===== src/rtl/pipeline_pkg.sv =====
// Shared encodings for the decode stage: opcodes, R-type functs, ALU selects
// and the per-instruction decode record.
package pipeline_pkg;

  localparam logic [5:0] OP_RTYPE = 6'h00;
  localparam logic [5:0] OP_BEQ   = 6'h04;
  localparam logic [5:0] OP_ADDI  = 6'h08;
  localparam logic [5:0] OP_SLTI  = 6'h0A;
  localparam logic [5:0] OP_ANDI  = 6'h0C;
  localparam logic [5:0] OP_ORI   = 6'h0D;
  localparam logic [5:0] OP_LW    = 6'h23;
  localparam logic [5:0] OP_SW    = 6'h2B;

  localparam logic [5:0] FN_ADD = 6'h20;
  localparam logic [5:0] FN_SUB = 6'h22;
  localparam logic [5:0] FN_AND = 6'h24;
  localparam logic [5:0] FN_OR  = 6'h25;
  localparam logic [5:0] FN_SLT = 6'h2A;

  localparam logic [2:0] ALU_ADD = 3'd0;
  localparam logic [2:0] ALU_SUB = 3'd1;
  localparam logic [2:0] ALU_AND = 3'd2;
  localparam logic [2:0] ALU_OR  = 3'd3;
  localparam logic [2:0] ALU_SLT = 3'd4;

  localparam logic [4:0] REG_ZERO = 5'd0;

  typedef struct packed {
    logic       uses_rs;
    logic       uses_rt;
    logic       wen;
    logic       memread;
    logic       memwrite;
    logic       branch;
    logic       imm_zext;
    logic       illegal;
    logic [4:0] dest;
    logic [2:0] alu_op;
  } decode_t;

endpackage


===== src/rtl/id_ex_stage_if.sv =====
// Signal bundle between the decode stage and its neighbours (IF/ID, regfile,
// writeback ports, EX). slave is the stage's own view, master the environment's.
interface id_ex_stage_if #(
  parameter int DATA_WIDTH = 32
);

  logic                  if_valid;
  logic [31:0]           if_instr;
  logic [DATA_WIDTH-1:0] if_pc;
  logic                  flush;

  logic [4:0]            rf_addr_1;
  logic [4:0]            rf_addr_2;
  logic [DATA_WIDTH-1:0] rf_data_1;
  logic [DATA_WIDTH-1:0] rf_data_2;

  logic                  exm_wen;
  logic [4:0]            exm_rd;
  logic [DATA_WIDTH-1:0] exm_result;
  logic                  mwb_wen;
  logic [4:0]            mwb_rd;
  logic [DATA_WIDTH-1:0] mwb_data;

  // Flow control: stall_out high means IF/ID must hold its slot this cycle;
  // ex_valid high means the ID/EX register carries a real instruction, and
  // when low every ex_* control is 0 (a bubble).
  logic                  stall_out;
  logic                  ex_valid;
  logic [DATA_WIDTH-1:0] ex_pc;
  logic [DATA_WIDTH-1:0] ex_op1;
  logic [DATA_WIDTH-1:0] ex_op2;
  logic [DATA_WIDTH-1:0] ex_imm;
  logic [4:0]            ex_rd;
  logic                  ex_wen;
  logic                  ex_memread;
  logic                  ex_memwrite;
  logic                  ex_branch;
  logic [2:0]            ex_alu_op;
  logic                  ex_illegal;

  modport slave (
    input  if_valid, if_instr, if_pc, flush,
    input  rf_data_1, rf_data_2,
    input  exm_wen, exm_rd, exm_result, mwb_wen, mwb_rd, mwb_data,
    output rf_addr_1, rf_addr_2, stall_out,
    output ex_valid, ex_pc, ex_op1, ex_op2, ex_imm, ex_rd,
    output ex_wen, ex_memread, ex_memwrite, ex_branch, ex_alu_op, ex_illegal
  );

  modport master (
    output if_valid, if_instr, if_pc, flush,
    output rf_data_1, rf_data_2,
    output exm_wen, exm_rd, exm_result, mwb_wen, mwb_rd, mwb_data,
    input  rf_addr_1, rf_addr_2, stall_out,
    input  ex_valid, ex_pc, ex_op1, ex_op2, ex_imm, ex_rd,
    input  ex_wen, ex_memread, ex_memwrite, ex_branch, ex_alu_op, ex_illegal
  );

endinterface


===== src/rtl/forward_mux.sv =====
// Operand bypass: picks the youngest in-flight write to the source register,
// falling back to the register-file read value.
module forward_mux
  import pipeline_pkg::*;
#(
  parameter int DATA_WIDTH = 32,
  parameter int FWD_EN     = 1
) (
  input  logic [4:0]            src_addr,
  input  logic [DATA_WIDTH-1:0] rf_data,
  input  logic                  exm_wen,
  input  logic [4:0]            exm_rd,
  input  logic [DATA_WIDTH-1:0] exm_result,
  input  logic                  mwb_wen,
  input  logic [4:0]            mwb_rd,
  input  logic [DATA_WIDTH-1:0] mwb_data,
  output logic [DATA_WIDTH-1:0] value
);

  logic exm_hit;
  logic mwb_hit;

  assign exm_hit = exm_wen && (exm_rd == src_addr) && (src_addr != REG_ZERO);
  // The regfile commits on the edge that ends this cycle, so its read data is
  // still stale when MEM/WB targets the same register.
  assign mwb_hit = mwb_wen && (mwb_rd == src_addr) && (src_addr != REG_ZERO);

  always_comb begin
    value = rf_data;
    if (FWD_EN != 0) begin
      if (exm_hit) begin
        value = exm_result;
      end else if (mwb_hit) begin
        value = mwb_data;
      end
    end
  end

endmodule


===== src/rtl/id_ex_stage.sv =====
// Instruction decode and ID/EX pipeline register: field split, control decode,
// operand forwarding and load-use stall generation.
module id_ex_stage
  import pipeline_pkg::*;
#(
  parameter int DATA_WIDTH = 32,
  parameter int FWD_EN     = 1
) (
  input  logic          clock,
  input  logic          reset,
  id_ex_stage_if.slave  bus
);

  logic [5:0]  op;
  logic [4:0]  rs;
  logic [4:0]  rt;
  logic [4:0]  rd;
  logic [15:0] imm;
  logic [5:0]  funct;

  assign op    = bus.if_instr[31:26];
  assign rs    = bus.if_instr[25:21];
  assign rt    = bus.if_instr[20:16];
  assign rd    = bus.if_instr[15:11];
  assign imm   = bus.if_instr[15:0];
  assign funct = bus.if_instr[5:0];

  assign bus.rf_addr_1 = rs;
  assign bus.rf_addr_2 = rt;

  decode_t dec;

  always_comb begin
    dec        = '0;
    dec.alu_op = ALU_ADD;
    case (op)
      OP_RTYPE: begin
        dec.uses_rs = 1'b1;
        dec.uses_rt = 1'b1;
        dec.dest    = rd;
        dec.wen     = 1'b1;
        case (funct)
          FN_ADD:  dec.alu_op = ALU_ADD;
          FN_SUB:  dec.alu_op = ALU_SUB;
          FN_AND:  dec.alu_op = ALU_AND;
          FN_OR:   dec.alu_op = ALU_OR;
          FN_SLT:  dec.alu_op = ALU_SLT;
          default: begin
            dec.wen     = 1'b0;
            dec.illegal = 1'b1;
          end
        endcase
      end
      OP_ADDI, OP_SLTI: begin
        dec.uses_rs = 1'b1;
        dec.dest    = rt;
        dec.wen     = 1'b1;
        dec.alu_op  = (op == OP_SLTI) ? ALU_SLT : ALU_ADD;
      end
      OP_ANDI, OP_ORI: begin
        dec.uses_rs  = 1'b1;
        dec.dest     = rt;
        dec.wen      = 1'b1;
        dec.imm_zext = 1'b1;
        dec.alu_op   = (op == OP_ORI) ? ALU_OR : ALU_AND;
      end
      OP_LW: begin
        dec.uses_rs = 1'b1;
        dec.dest    = rt;
        dec.wen     = 1'b1;
        dec.memread = 1'b1;
      end
      OP_SW: begin
        dec.uses_rs  = 1'b1;
        dec.uses_rt  = 1'b1;
        dec.memwrite = 1'b1;
      end
      OP_BEQ: begin
        dec.uses_rs = 1'b1;
        dec.uses_rt = 1'b1;
        dec.branch  = 1'b1;
        dec.alu_op  = ALU_SUB;
      end
      default: dec.illegal = 1'b1;
    endcase
  end

  // Writes to r0 are architecturally dropped, so they never name a destination.
  logic       dec_wen;
  logic [4:0] dec_rd;

  assign dec_wen = dec.wen && (dec.dest != REG_ZERO);
  assign dec_rd  = dec_wen ? dec.dest : REG_ZERO;

  logic [DATA_WIDTH-1:0] imm_ext;

  assign imm_ext = dec.imm_zext ? {{(DATA_WIDTH-16){1'b0}}, imm}
                                : {{(DATA_WIDTH-16){imm[15]}}, imm};

  logic [DATA_WIDTH-1:0] op1_fwd;
  logic [DATA_WIDTH-1:0] op2_fwd;

  forward_mux #(.DATA_WIDTH(DATA_WIDTH), .FWD_EN(FWD_EN)) u_fwd_rs (
    .src_addr   (rs),
    .rf_data    (bus.rf_data_1),
    .exm_wen    (bus.exm_wen),
    .exm_rd     (bus.exm_rd),
    .exm_result (bus.exm_result),
    .mwb_wen    (bus.mwb_wen),
    .mwb_rd     (bus.mwb_rd),
    .mwb_data   (bus.mwb_data),
    .value      (op1_fwd)
  );

  forward_mux #(.DATA_WIDTH(DATA_WIDTH), .FWD_EN(FWD_EN)) u_fwd_rt (
    .src_addr   (rt),
    .rf_data    (bus.rf_data_2),
    .exm_wen    (bus.exm_wen),
    .exm_rd     (bus.exm_rd),
    .exm_result (bus.exm_result),
    .mwb_wen    (bus.mwb_wen),
    .mwb_rd     (bus.mwb_rd),
    .mwb_data   (bus.mwb_data),
    .value      (op2_fwd)
  );

  logic                  ex_valid_q;
  logic [DATA_WIDTH-1:0] ex_pc_q;
  logic [DATA_WIDTH-1:0] ex_op1_q;
  logic [DATA_WIDTH-1:0] ex_op2_q;
  logic [DATA_WIDTH-1:0] ex_imm_q;
  logic [4:0]            ex_rd_q;
  logic                  ex_wen_q;
  logic                  ex_memread_q;
  logic                  ex_memwrite_q;
  logic                  ex_branch_q;
  logic [2:0]            ex_alu_op_q;
  logic                  ex_illegal_q;

  // A load in EX has no data until MEM, so a consumer in ID must wait a cycle.
  logic hazard;

  assign hazard = bus.if_valid && ex_valid_q && ex_memread_q &&
                  (ex_rd_q != REG_ZERO) &&
                  ((dec.uses_rs && (ex_rd_q == rs)) ||
                   (dec.uses_rt && (ex_rd_q == rt)));

  assign bus.stall_out = hazard && !bus.flush;

  always_ff @(posedge clock) begin
    if (reset || bus.flush || hazard || !bus.if_valid) begin
      ex_valid_q    <= 1'b0;
      ex_pc_q       <= '0;
      ex_op1_q      <= '0;
      ex_op2_q      <= '0;
      ex_imm_q      <= '0;
      ex_rd_q       <= REG_ZERO;
      ex_wen_q      <= 1'b0;
      ex_memread_q  <= 1'b0;
      ex_memwrite_q <= 1'b0;
      ex_branch_q   <= 1'b0;
      ex_alu_op_q   <= ALU_ADD;
      ex_illegal_q  <= 1'b0;
    end else begin
      ex_valid_q    <= 1'b1;
      ex_pc_q       <= bus.if_pc;
      ex_op1_q      <= op1_fwd;
      ex_op2_q      <= op2_fwd;
      ex_imm_q      <= imm_ext;
      ex_rd_q       <= dec_rd;
      ex_wen_q      <= dec_wen;
      ex_memread_q  <= dec.memread;
      ex_memwrite_q <= dec.memwrite;
      ex_branch_q   <= dec.branch;
      ex_alu_op_q   <= dec.alu_op;
      ex_illegal_q  <= dec.illegal;
    end
  end

  assign bus.ex_valid    = ex_valid_q;
  assign bus.ex_pc       = ex_pc_q;
  assign bus.ex_op1      = ex_op1_q;
  assign bus.ex_op2      = ex_op2_q;
  assign bus.ex_imm      = ex_imm_q;
  assign bus.ex_rd       = ex_rd_q;
  assign bus.ex_wen      = ex_wen_q;
  assign bus.ex_memread  = ex_memread_q;
  assign bus.ex_memwrite = ex_memwrite_q;
  assign bus.ex_branch   = ex_branch_q;
  assign bus.ex_alu_op   = ex_alu_op_q;
  assign bus.ex_illegal  = ex_illegal_q;

endmodule


===== src/flat_wrapper.sv =====
// flat-port wrapper written by rule: the top's interface ports become plain ports
module id_ex_stage_flat import pipeline_pkg::*;
#(
  parameter int DATA_WIDTH = 32,
  parameter int FWD_EN     = 1
)
  (clock, reset, bus_if_valid, bus_if_instr, bus_if_pc, bus_flush, bus_rf_data_1, bus_rf_data_2, bus_exm_wen, bus_exm_rd, bus_exm_result, bus_mwb_wen, bus_mwb_rd, bus_mwb_data, bus_rf_addr_1, bus_rf_addr_2, bus_stall_out, bus_ex_valid, bus_ex_pc, bus_ex_op1, bus_ex_op2, bus_ex_imm, bus_ex_rd, bus_ex_wen, bus_ex_memread, bus_ex_memwrite, bus_ex_branch, bus_ex_alu_op, bus_ex_illegal);
  id_ex_stage_if #(.DATA_WIDTH(DATA_WIDTH)) bus_i ();
  input  logic clock;
  input  logic reset;
  input wire logic [$bits(bus_i.if_valid)-1:0] bus_if_valid;
  input wire logic [$bits(bus_i.if_instr)-1:0] bus_if_instr;
  input wire logic [$bits(bus_i.if_pc)-1:0] bus_if_pc;
  input wire logic [$bits(bus_i.flush)-1:0] bus_flush;
  input wire logic [$bits(bus_i.rf_data_1)-1:0] bus_rf_data_1;
  input wire logic [$bits(bus_i.rf_data_2)-1:0] bus_rf_data_2;
  input wire logic [$bits(bus_i.exm_wen)-1:0] bus_exm_wen;
  input wire logic [$bits(bus_i.exm_rd)-1:0] bus_exm_rd;
  input wire logic [$bits(bus_i.exm_result)-1:0] bus_exm_result;
  input wire logic [$bits(bus_i.mwb_wen)-1:0] bus_mwb_wen;
  input wire logic [$bits(bus_i.mwb_rd)-1:0] bus_mwb_rd;
  input wire logic [$bits(bus_i.mwb_data)-1:0] bus_mwb_data;
  output wire logic [$bits(bus_i.rf_addr_1)-1:0] bus_rf_addr_1;
  output wire logic [$bits(bus_i.rf_addr_2)-1:0] bus_rf_addr_2;
  output wire logic [$bits(bus_i.stall_out)-1:0] bus_stall_out;
  output wire logic [$bits(bus_i.ex_valid)-1:0] bus_ex_valid;
  output wire logic [$bits(bus_i.ex_pc)-1:0] bus_ex_pc;
  output wire logic [$bits(bus_i.ex_op1)-1:0] bus_ex_op1;
  output wire logic [$bits(bus_i.ex_op2)-1:0] bus_ex_op2;
  output wire logic [$bits(bus_i.ex_imm)-1:0] bus_ex_imm;
  output wire logic [$bits(bus_i.ex_rd)-1:0] bus_ex_rd;
  output wire logic [$bits(bus_i.ex_wen)-1:0] bus_ex_wen;
  output wire logic [$bits(bus_i.ex_memread)-1:0] bus_ex_memread;
  output wire logic [$bits(bus_i.ex_memwrite)-1:0] bus_ex_memwrite;
  output wire logic [$bits(bus_i.ex_branch)-1:0] bus_ex_branch;
  output wire logic [$bits(bus_i.ex_alu_op)-1:0] bus_ex_alu_op;
  output wire logic [$bits(bus_i.ex_illegal)-1:0] bus_ex_illegal;
  assign bus_i.if_valid = bus_if_valid;
  assign bus_i.if_instr = bus_if_instr;
  assign bus_i.if_pc = bus_if_pc;
  assign bus_i.flush = bus_flush;
  assign bus_i.rf_data_1 = bus_rf_data_1;
  assign bus_i.rf_data_2 = bus_rf_data_2;
  assign bus_i.exm_wen = bus_exm_wen;
  assign bus_i.exm_rd = bus_exm_rd;
  assign bus_i.exm_result = bus_exm_result;
  assign bus_i.mwb_wen = bus_mwb_wen;
  assign bus_i.mwb_rd = bus_mwb_rd;
  assign bus_i.mwb_data = bus_mwb_data;
  assign bus_rf_addr_1 = bus_i.rf_addr_1;
  assign bus_rf_addr_2 = bus_i.rf_addr_2;
  assign bus_stall_out = bus_i.stall_out;
  assign bus_ex_valid = bus_i.ex_valid;
  assign bus_ex_pc = bus_i.ex_pc;
  assign bus_ex_op1 = bus_i.ex_op1;
  assign bus_ex_op2 = bus_i.ex_op2;
  assign bus_ex_imm = bus_i.ex_imm;
  assign bus_ex_rd = bus_i.ex_rd;
  assign bus_ex_wen = bus_i.ex_wen;
  assign bus_ex_memread = bus_i.ex_memread;
  assign bus_ex_memwrite = bus_i.ex_memwrite;
  assign bus_ex_branch = bus_i.ex_branch;
  assign bus_ex_alu_op = bus_i.ex_alu_op;
  assign bus_ex_illegal = bus_i.ex_illegal;
  id_ex_stage #(.DATA_WIDTH(DATA_WIDTH), .FWD_EN(FWD_EN)) u_core (.clock(clock), .reset(reset), .bus(bus_i));
endmodule

===== config.mk =====
export PLATFORM = sky130hd
export DESIGN_NAME = id_ex_stage_flat
export DESIGN_NICKNAME = d
export VERILOG_FILES = /design/src/rtl/pipeline_pkg.sv /design/src/rtl/id_ex_stage_if.sv /design/src/rtl/forward_mux.sv /design/src/rtl/id_ex_stage.sv /design/src/flat_wrapper.sv
export SDC_FILE = /design/constraint.sdc
export NUM_CORES = 1
export LEC_CHECK = 0
export CELL_PAD_IN_SITES_DETAIL_PLACEMENT = 1
export CELL_PAD_IN_SITES_GLOBAL_PLACEMENT = 1
export CORE_ASPECT_RATIO = 1.5
export CORE_MARGIN = 1.5
export CORE_UTILIZATION = 24
export DETAILED_ROUTE_END_ITERATION = 7
export PLACE_DENSITY = 0.82
export SLEW_MARGIN = 10
export SYNTH_ARGS = -nofsm -noshare
export SYNTH_HDL_FRONTEND = slang
export SYNTH_SLANG_ARGS = --single-unit

===== constraint.sdc =====
create_clock -name clock -period 2 [get_ports clock]
set_clock_uncertainty 0.05 [all_clocks]
set_input_delay 0.3 -clock clock [delete_from_list [all_inputs] [get_ports clock]]
set_output_delay 0.3 -clock clock [all_outputs]
set_load 0.05 [all_outputs]

==> results.py <==
metrics = {
    "setup_path": {
        "path_max_fanout": 4,
        "crit_buf_inv": 4,
        "worst_r2r_startpoint": "u_core.bus.ex_rd[4]$_SDFF_PP0_",
        "r2r_setup_slack_ns": -0.30,
        "critPathLaunch": "bus_if_instr[27]",
        "worst-endpoint-required_ns": 1.65,
        "rr_worst_depth": 9,
        "r2r_end": "u_core.bus.ex_rd[4]$_SDFF_PP0_",
        "path_cells": "dlygate4sd2_1 -> buf_4 -> nand2b_1 -> or3_4 -> a311oi_2 -> buf_4 -> nor2_4 -> nor2_4 -> buf_12",
        "worst_path_largest_cell_delay_ns": 0.37,
        "cp_data_arrival_time_ns": 2.07,
        "timing.critical_path.slowest_stage_cell": "sky130_fd_sc_hd__or3_4",
        "critical_path.top_delay_family": "buffers and inverters",
        "worst_setup_path_category": "input port to primary output",
        "setup.worst_path.end_class": "primary output",
        "worst_setup_path_start_kind": "input port",
    },
    "drt": {
        "vias": 5864,
        "route.detailed.wl_per_inst_um": 19.20,
        "viasPerCell": 4.466,
        "drt_wl_total_um": 25210,
        "drc": 0,
        "drt_first_iter_violations": 121,
        "length_of_the_first_detailed_routing_pass_in_iterations": 4,
        "route.antenna.remaining_nets": 0,
    },
    "global_route": {
        "grt_pass1_wl_um": 36830,
        "grt_antenna_before_repair": 1,
        "first_global_vias": 6522,
        "globalRouteOverflowTotal": 0,
        "grtUsageTotal_pct": 20.25,
        "grt_max_degree": 65,
    },
    "run": {
        "maxCapViolations": 0,
    },
    "synthesis": {
        "synth-seq-cells": 127,
        "syn-num-nets": 762,
        "ys.flop_type": "sky130_fd_sc_hd__dfxtp_1",
        "synth_seq_area_share_pct": 44.51,
        "syn_inst": 554,
        "synth.cell_area_um2": 5712,
        "ys_warn_count": 0,
        "syn_avg_cell_area_um2": 10.31,
        "ys_async_sr_fraction_pct": 0,
        "edff_count_synth": 0,
        "synth_cell_types": 49,
    },
    "power": {
        "power.switching_fraction_pct": 27.16,
        "power.density_cell_area_nw_per_um2": 628.0,
        "clock_power_share_pct": 42.2,
        "max-vdd-ir-drop_mv": 0.6439,
        "power_switching_w": 0.001957,
        "p_leak_nw": 4.922,
        "intPower_w": 0.005247,
        "share_comb_of_total_power_pct": 21.4,
        "share_seq_of_total_power_pct": 36.3,
    },
    "placement": {
        "place_inst": 1253,
        "detailed_place.area_um2": 10140,
        "dpl.hpwl_um": 18070,
        "gp_congestion": 0.8224,
        "port_buffers": 360,
    },
    "clock_tree": {
        "cts_root_buffer": "sky130_fd_sc_hd__clkbuf_16",
        "cts_inserted_buffers": 17,
        "cts_sinks": 127,
        "max-clock-path-buffers": 2,
        "insertion_delay_ns": 0.43,
        "htree_num_levels": 4,
        "tritoncts": "built",
        "worst_setup_hold_path_clk_slew_ns": 0.06,
        "cts_hold_repair.buffers": 0,
    },
    "final_layout": {
        "areaGrowthSynthToFinish_pct": 100.8,
        "post-route-cell-area_um2": 11470,
        "post_layout_nets": 1189,
        "fillCellCount": 2560,
        "number_of_cells_in_the_finished_layout_apart_from_fillers": 1313,
        "antenna_cells_inserted": 0,
        "drive_gt1_share_pct": 28.57,
    },
    "min_path": {
        "hold_path_startpoint": "bus_if_instr[31]",
        "hold-path-endpoint": "u_core.bus.ex_alu_op[2]$_SDFF_PN0_",
        "hold_path.class": "input port to register",
        "worstHoldPathCells": 3,
    },
    "timing": {
        "number_of_hold_slack_violations_in_the_final_timing_report": 0,
        "fmax_mhz": 413.2,
        "period_share_pct": 121.0,
        "worst_slew_pin_slew_ns": 0.5840,
        "timing.final.ws_setup_ns": -0.4202,
        "finalSetupViolCount": 127,
        "worst_slew_margin_rel_pct": 60.95,
        "setup_repair_after_global_routing_missed_its_margin": "yes",
        "final.min_clock_period_ns": 2.420,
        "holdWs_ns": 0.3604,
        "report.final.slew_viol_count": 0,
    },
    "floorplan": {
        "die_w_um": 129.0,
        "core_region_area_um2": 23570,
        "top_level_ports": 361,
        "initial_core_util_pct": 24.23,
        "floorplan.rows": 69,
        "die_footprint_um2": 24750,
        "floorplan.die.height_um": 191.9,
    },
    "outcome": {
        "violations": "negative setup slack",
        "status": "complete, but fails checks",
    },
}
-- Yosys cell counts (all sizes together), types with 4 or more instances --
cell type	instances	share of area, %
a211oi	62	13
a21oi	7	0.61
a22oi	5	0.66
and2	48	5.3
buf	50	6.2
clkbuf	14	1.0
dfxtp	127	45
inv	6	0.39
mux2i	61	11
nand2	8	0.53
nand4	4	0.44
nor2	79	5.2
nor4	4	0.55
o21ai	4	0.35
or4	8	1.1
xnor2	26	4.0
xor2	4	0.61
-- worst reg2reg max path: stages, from the launching register on --
cell and delay, ns:
sky130_fd_sc_hd__dfxtp_2 0.32, sky130_fd_sc_hd__or4_4 0.56, sky130_fd_sc_hd__o2111ai_2 0.20, sky130_fd_sc_hd__a311oi_2 0.08
sky130_fd_sc_hd__or3_4 0.39, sky130_fd_sc_hd__buf_6 0.15, sky130_fd_sc_hd__buf_12 0.14, sky130_fd_sc_hd__buf_6 0.12
sky130_fd_sc_hd__buf_8 0.12, sky130_fd_sc_hd__nor2_1 0.09
-- cells in the final DEF, fill, tap and decap left out, drive strengths merged, types with 2 or more instances in the layout --
cell type      Yosys  final
clkinvlp           0      3
nand2b             2      2
a221o              3      3
o211a              3      3
nor3b              3      3
a211oi            62     62
o21ai              4      4
buf               50    151
nor4               4      4
nor2              79     79
a21oi              7      7
a22oi              5      5
clkbuf            14     23
dlygate4sd2        0     10
dfxtp            127    127
inv                6      7
and2              48     48
nand4              4      4
nor4b              2      2
xnor2             26     26
clkdlybuf4s50      0    305
clkinv             0      4
mux2i             61     61
dlymetal6s2s       0      4
nand2              8      8
xor2               4      4
or4                8      8
nand3              3      3
nor3               2      2
or3                3      3
-- registers in the layout (all words and copies together) (netlist names), 3 cells and up --
name / cells
u_core.bus.ex_pc: 32
u_core.bus.ex_alu_op: 3
u_core.bus.ex_imm: 17
u_core.bus.ex_rd: 5
u_core.bus.ex_op2: 32
u_core.bus.ex_op1: 32
-- area by class of cell --
class	instances	area, um2	share of cell area [%]
repair buffers	472	4981	43.42
multi-input cells	357	2930	25.55
flip-flops and latches	127	2555	22.27
clock buffers	23	488.0	4.254
well taps	319	399.1	3.479
clock inverters	9	82.58	0.7199
inverters	6	35.03	0.3054
-- logic make-up after synthesis --
family	Yosys count	share of synthesized area, %
buf+inv	70	7.645
compound gates	93	16.76
simple gates	173	15.79
mux	61	10.69
xor+xnor	30	4.600
flops	127	44.51
-- metrics by stage --
step                setup TNS, ns  worst slack, ns  utilization (%)  power, W
detailed placement         -88.58          -0.7568            43.03  0.004092
floorplan                  -4.113         -0.06906                -  0.003276
global placement           -82.11          -0.6950            43.03  0.004071
global route               -37.86          -0.4515            48.67  0.007472
CTS                        -29.86          -0.4234            48.62  0.007293
finish                     -28.87          -0.4202            48.67  0.007204
-- power by group through the flow --
stage,Sequential (W),Combinational [W],Clock [W]
after floorplan,0.00291,0.000369,0
after global placement,0.00267,0.00140,0
after detailed placement,0.00267,0.00142,0
after CTS,0.00262,0.00155,0.00312
after global routing,0.00262,0.00162,0.00323
final,0.00262,0.00154,0.00304
-- routing by layer --
layer  global-route usage [%]  vias up  wire (um)
met5                        0        -          0
met4                    8.557        0        635
met3                    7.159       40       2061
met2                    39.57      252      14160
met1                    18.48     2791       8351
li1                         -     2781          -
-- worst max path at each step --
stage                                                  to  slack (ns)  depth (start not counted)
after global routing                        bus_stall_out       -0.45                          9
after global placement    u_core.bus.ex_op2[5]$_SDFF_PN0_       -0.69                          7
final                                       bus_stall_out       -0.42                          9
after floorplan           u_core.bus.ex_op2[0]$_SDFF_PN0_       -0.07                          7
after CTS                                   bus_stall_out       -0.42                          7
after detailed placement  u_core.bus.ex_pc[29]$_SDFF_PN0_       -0.76                          8
-- repair_timing --
action | 4_1_cts | 5_1_grt
cloned | 12 | 0
endpoints found under the setup margin | 127 | 130
setup buffers | 17 | 0
resized for setup | 92 | 5
pin swaps | 28 | 1
endpoints found under the hold margin | 0 | 0
No activity file was read; power rests on OpenSTA's default activity.
